**src/rtl/usb_rx_packet_buffer.sv**
```systemverilog
// USB RX packet buffer: captures SYNC/PID, reports SYNC/PID/CRC checks and stages
// data payload in a FIFO that only exposes bytes of packets ending with a good CRC16.
module usb_rx_packet_buffer #(
    parameter int          DEPTH         = 64,
    parameter logic [7:0]  SYNC_PATTERN  = 8'h80,
    parameter logic [4:0]  CRC5_RESIDUE  = 5'b01100,
    parameter logic [15:0] CRC16_RESIDUE = 16'h0000,
    localparam int         CW            = $clog2(DEPTH) + 1
) (
    input  logic          clk,
    input  logic          n_rst,
    input  logic          byte_complete,
    input  logic [7:0]    Packet_Data,
    input  logic          load_sync,
    input  logic          load_pid,
    input  logic          load_data,
    input  logic          check_sync,
    input  logic          check_pid,
    input  logic          crc_check_5,
    input  logic          crc_check_16,
    input  logic [4:0]    crc_5bit,
    input  logic [15:0]   crc_16bit,
    input  logic          load_error,
    input  logic          load_done,
    input  logic          clear,
    input  logic          flush,
    input  logic          rx_data_read,
    output logic [1:0]    sync_status,
    output logic [2:0]    pid_status,
    output logic [1:0]    crc_status,
    output logic [2:0]    rx_packet,
    output logic [7:0]    rx_packet_data,
    output logic          rx_data_valid,
    output logic [CW-1:0] committed_count,
    output logic          buffer_full,
    output logic          overflow
);

    localparam int AW = CW - 1;

    typedef enum logic [2:0] {
        PKT_IDLE  = 3'd0,
        PKT_IN    = 3'd1,
        PKT_OUT   = 3'd2,
        PKT_ACK   = 3'd3,
        PKT_ERROR = 3'd4,
        PKT_DONE  = 3'd5,
        PKT_NAK   = 3'd6,
        PKT_STALL = 3'd7
    } pkt_e;

    logic [7:0]    mem [DEPTH];
    logic [7:0]    sync_byte_q, pid_q;
    logic [CW-1:0] rd_q, commit_q, wr_q;
    logic [CW-1:0] rd_d, commit_d, wr_d;
    logic          crc16_ok_q, crc16_ok_d;
    logic          overflow_q, overflow_d;
    pkt_e          pkt_q, pkt_d;

    logic          wr_en, wr_ok, drop, crc16_good, commit_ok, pid_load, pid_valid, rd_en;
    logic [CW-1:0] wr_after, pending_after;

    assign sync_status = !check_sync ? 2'b00 :
                         (sync_byte_q == SYNC_PATTERN) ? 2'b01 : 2'b10;

    always_comb begin
        pid_status = 3'b000;
        if (check_pid) begin
            if (pid_q[3:0] != ~pid_q[7:4]) begin
                pid_status = 3'b100;
            end else begin
                case (pid_q[3:0])
                    4'b0001, 4'b1001:          pid_status = 3'b001;
                    4'b0011, 4'b1011:          pid_status = 3'b010;
                    4'b0010, 4'b1010, 4'b1110: pid_status = 3'b011;
                    default:                   pid_status = 3'b000;
                endcase
            end
        end
    end

    always_comb begin
        crc_status = 2'b00;
        if (crc_check_5) begin
            crc_status = (crc_5bit == CRC5_RESIDUE) ? 2'b01 : 2'b10;
        end else if (crc_check_16) begin
            if (crc_16bit == CRC16_RESIDUE)   crc_status = 2'b01;
            else if (crc_16bit == 16'hFFFF)   crc_status = 2'b00;
            else                              crc_status = 2'b10;
        end
    end

    assign committed_count = commit_q - rd_q;
    assign rx_data_valid   = (committed_count != '0);
    assign buffer_full     = ((wr_q - rd_q) == CW'(DEPTH));
    assign rx_packet_data  = mem[rd_q[AW-1:0]];
    assign overflow        = overflow_q;
    assign rx_packet       = pkt_q;

    // A byte arriving alongside load_done counts toward the commit decision.
    assign wr_en         = byte_complete & load_data;
    assign wr_ok         = wr_en & ~buffer_full;
    assign drop          = wr_en & buffer_full;
    assign wr_after      = wr_ok ? wr_q + 1'b1 : wr_q;
    assign pending_after = wr_after - commit_q;
    assign crc16_good    = crc_check_16 & ~crc_check_5 & (crc_16bit == CRC16_RESIDUE);
    assign commit_ok     = (crc16_ok_q | crc16_good) & ~(overflow_q | drop) &
                           (pending_after >= CW'(2));
    assign pid_load      = byte_complete & load_pid;
    assign pid_valid     = (Packet_Data[3:0] == ~Packet_Data[7:4]);
    assign rd_en         = rx_data_read & rx_data_valid;

    always_comb begin
        rd_d       = rd_en ? rd_q + 1'b1 : rd_q;
        commit_d   = commit_q;
        wr_d       = wr_after;
        overflow_d = overflow_q | drop;
        crc16_ok_d = crc16_ok_q | crc16_good;
        pkt_d      = pkt_q;
        if (pid_load) begin
            overflow_d = 1'b0;
            crc16_ok_d = 1'b0;
        end
        if (flush) begin
            rd_d       = '0;
            commit_d   = '0;
            wr_d       = '0;
            overflow_d = 1'b0;
            pkt_d      = PKT_IDLE;
        end else if (clear) begin
            wr_d  = commit_q;
            pkt_d = PKT_IDLE;
        end else if (load_done) begin
            // Trailing two bytes are the CRC16 and never become readable.
            if (commit_ok) begin
                commit_d = wr_after - CW'(2);
                wr_d     = wr_after - CW'(2);
                pkt_d    = PKT_DONE;
            end else begin
                wr_d  = commit_q;
                pkt_d = (pending_after != '0) ? PKT_ERROR : PKT_DONE;
            end
        end else if (load_error) begin
            wr_d  = commit_q;
            pkt_d = PKT_ERROR;
        end else if (pid_load && pid_valid) begin
            case (Packet_Data[3:0])
                4'b1001: pkt_d = PKT_IN;
                4'b0001: pkt_d = PKT_OUT;
                4'b0010: pkt_d = PKT_ACK;
                4'b1010: pkt_d = PKT_NAK;
                4'b1110: pkt_d = PKT_STALL;
                default: pkt_d = pkt_q;
            endcase
        end
    end

    always_ff @(posedge clk or negedge n_rst) begin
        if (!n_rst) begin
            sync_byte_q <= '0;
            pid_q       <= '0;
            rd_q        <= '0;
            commit_q    <= '0;
            wr_q        <= '0;
            crc16_ok_q  <= 1'b0;
            overflow_q  <= 1'b0;
            pkt_q       <= PKT_IDLE;
        end else begin
            if (byte_complete && load_sync) sync_byte_q <= Packet_Data;
            if (pid_load)                   pid_q       <= Packet_Data;
            rd_q       <= rd_d;
            commit_q   <= commit_d;
            wr_q       <= wr_d;
            crc16_ok_q <= crc16_ok_d;
            overflow_q <= overflow_d;
            pkt_q      <= pkt_d;
        end
    end

    always_ff @(posedge clk) begin
        if (wr_ok) mem[wr_q[AW-1:0]] <= Packet_Data;
    end

endmodule

```
**config.mk**
```make
export PLATFORM = sky130hd
export DESIGN_NAME = usb_rx_packet_buffer
export DESIGN_NICKNAME = d
export VERILOG_FILES = /design/src/rtl/usb_rx_packet_buffer.sv
export SDC_FILE = /design/constraint.sdc
export NUM_CORES = 1
export LEC_CHECK = 0
export CAP_MARGIN = 10
export CORE_ASPECT_RATIO = 1.4
export CORE_UTILIZATION = 33
export CTS_CLUSTER_SIZE = 20
export DETAILED_ROUTE_END_ITERATION = 8
export GPL_TIMING_DRIVEN = 0
export PLACE_DENSITY = 0.5
export RECOVER_POWER = 25
export SLEW_MARGIN = 30
export SYNTH_ARGS = -nofsm -noshare
export SYNTH_HDL_FRONTEND = slang
export SYNTH_SLANG_ARGS = --single-unit
```
**constraint.sdc**
```tcl
create_clock -name clk -period 6.6 [get_ports clk]
set_clock_uncertainty 0.05 [all_clocks]
set_input_delay 1.98 -clock clk [delete_from_list [all_inputs] [get_ports clk]]
set_output_delay 1.98 -clock clk [all_outputs]
set_load 0.05 [all_outputs]
```
==> results.tsv <==
stage	metric	value	unit
synthesis	Synth Register Bits	554	
worst_setup_path	largest driver fanout on the critical path	10	
die	Initial Util	0.334	
sta	Fmax	0.153	GHz
synthesis	sequential element share of the synthesized area	0.711	
placement	port buffer count	69	
die	Die Wd	226	um
route	final antenna-violating net count	0	
worst_setup_path	Worst Path Arrival	4.49	ns
global_routing	first-pass GRT wire length	86.5	mm
min_path	worst min path class	flop to flop	
synthesis	Mapped Area	0.0231	sq mm
route	wire per inst	25.6	um
synthesis	Mapped Avg Cell Area	19.2	sq um
worst_setup_path	kind of critical path	flop to output port	
placement	Placer Congestion	0.789	
global_routing	total track usage	0.170	
cells_and_area	Final #Nets	1403	
synthesis	FFs w/ async S/R, synth	0.0758	
sta	max-slew violations	244	
worst_setup_path	Worst setup SP type	flop	
synthesis	area leader, netlist	edfxtp_1	
clocking	Max Root-Sink Buffers	3	
power	pwr dens	303	mW/mm^2
sta	crit path time final	6.52	ns
sta	Final period util	0.989	
clocking	# H-tree levels	2	
status	failing checks	capacitance limit, slew limit	
worst_setup_path	Worst EP required	4.57	ns
clocking	# hold bufs at CTS	0	
clocking	clk_lat worst skew	0.58	ns
cells_and_area	Layout fillers	6319	
min_path	worst hold stages	2	
synthesis	Synth area leaders	edfxtp_1, mux4_2, dfrtp_1, nor2_1, ha_1	
cells_and_area	Layout area overhead	15.5	%
worst_setup_path	Crit. End Element	output port	
clocking	Clock transition at path regs	0.06	ns
die	full die area	0.0711	sq mm
global_routing	GRT overflow	0	
clocking	TritonCTS clock tree	done	
synthesis	Post-Syn Nets	1271	
status	result of the run	finished with violations	
power	Worst IR Drop VDD	0.186	mV
sta	final setup vio count	0	
route	vias per cell	5.13	
cells_and_area	share of layout cells above drive strength 1	0.216	
placement	DP Wirelength	40.4	mm
sta	worst slew pin tran	2.85	ns
synthesis	Post-Syn Instances	1204	
die	chip height	315	um
worst_setup_path	worst reg2reg path depth	26	
clocking	CTS Buf Count	52	
synthesis	Synth warnings	0	
placement	DP Area	0.0251	sq mm
route	First DRT Iteration DRCs	861	
die	Core ar.	0.0692	sq mm
clocking	CTS Root Cell	clkbuf_16	
cells_and_area	most frequent cells in the layout	edfxtp_1, mux4_2, nor2_1	
cells_and_area	final instance area	0.0267	sq mm
synthesis	number of synthesized flops with an enable pin	512	
power	Leakage	8.35	nW
route	routed vias	11800	
route	DRC Markers	0	
synthesis	share of the synthesized area in the top cell type	0.666	
sta	final hold violations	0	
sta	Max-slew headroom	-0.900	
job	maxcap violations	5	
synthesis	Synth Flop Type	edfxtp_1	
sta	RSZ-0062 raised after global routing	false	
die	Rows	114	
route	drt first pass iters	4	
cells_and_area	utilization after layout	0.386	
global_routing	initial antenna violation count	1	
die	Ports	72	
clocking	CTS Sinks	554	
global_routing	vias in the first global route	12600	
route	final WL	58.9	mm
global_routing	largest net degree at the start of global routing	57	
synthesis	synth unique cells	68	
cells_and_area	commonest non-fill, non-tap cell in the layout	edfxtp_1	
cells by family after synthesis:
logic type | Yosys count | synth area share
flops | 554 | 0.711
simple gates | 221 | 0.0472
mux | 187 | 0.173
buf+inv | 99 | 0.0172
compound gates | 97 | 0.0289
xor+xnor | 23 | 0.00954
fa+ha+maj | 23 | 0.0131
layer usage:
metal  global-route usage  part of all wire  vias up
met5                    0           0.00022        -
met4               0.0580             0.030        2
met3               0.0267             0.041       95
met2                0.305              0.53      292
met1                0.208              0.40     6263
li1                     -                 -     5165
flip-flops by register name (all words and copies together), names as in the netlist:
name,count
commit_q,7
crc16_ok_q,1
mem,512
overflow,1
pid_q,8
rd_q,7
rx_packet,3
sync_byte_q,8
wr_q,7
through the flow:
| stage | total power [mW] | instances | hold slack [ns] | TNS [ns] | worst slack [ns] |
|---|---|---|---|---|---|
| after floorplan | 4.83 | 1204 | 0.401 | 0 | 0.899 |
| after global placement | 5.35 | 2201 | 0.435 | -13.71 | -0.860 |
| after detailed placement | 5.36 | 2209 | 0.443 | -14.01 | -0.962 |
| after CTS | 8.20 | 2301 | 0.457 | 0 | 0.0290 |
| after global routing | 8.36 | 2301 | 0.483 | 0 | 0.00559 |
| final | 8.09 | 2302 | 0.452 | 0 | 0.0753 |
cells in the mapped netlist (all sizes together), types with 4 or more instances:
cell type,number
o21ai,23
and3,5
clkbuf,28
mux4,168
nand3,13
and2,4
nor3,14
a21o,6
nand2,25
a21boi,4
mux2i,7
xor2,11
or3,6
nor2,103
or4,5
xnor2,12
ha,21
nor3b,9
nor2b,8
a21oi,22
mux2,12
edfxtp,512
nand4,9
buf,29
nor4,8
a31oi,5
dfrtp,42
o31ai,4
o311a,4
a211oi,4
inv,42
report_power, final:
group          internal (mW)  switching (mW)  total (mW)
clock network           1.55            1.27        2.82
logic                  0.608           0.775        1.38
registers               3.86          0.0224        3.88
cell type report:
| cell class | count | area, sq um | share of cell area |
|---|---|---|---|
| antenna | 1 | 2.50 | 0.0000938 |
| buffer | 54 | 299 | 0.0112 |
| clock buffer | 70 | 1390 | 0.0521 |
| clock inverter | 21 | 155 | 0.00582 |
| inverter | 42 | 160 | 0.00601 |
| multi-input combinational | 551 | 6270 | 0.235 |
| sequential | 554 | 16400 | 0.616 |
| tap | 928 | 1160 | 0.0435 |
| timing repair buffer | 81 | 800 | 0.0300 |
final timing paths:
kind / startpoint / endpoint / slack [ns]
max: rd_q[0] / rx_packet_data[3] / 0.08
min in group asynchronous: n_rst / commit_q[3] / 2.07
max in group asynchronous: n_rst / rd_q[2] / 2.90
min: sync_byte_q[2] / sync_byte_q[2] / 0.45
min reg2reg: sync_byte_q[2] / sync_byte_q[2] / 0.45
max reg2reg: rd_q[1] / wr_q[0] / 0.30
what timing repair did:
action | CTS | global route
gates resized for setup | 49 | 5
setup buffers | 2 | 2
setup endpoints to repair | 27 | 16
pin swaps | 1 | 1
critical path, cell delays in order (launching register included):
cell             delay (ns)
dfrtp_1                0.46
clkbuf_1               0.32
clkbuf_4               0.38
buf_4                  0.32
mux4_2                 0.60
mux4_2                 0.55
mux4_2                 0.54
clkdlybuf4s50_1        0.72
No activity file was read; power rests on OpenSTA's default activity.
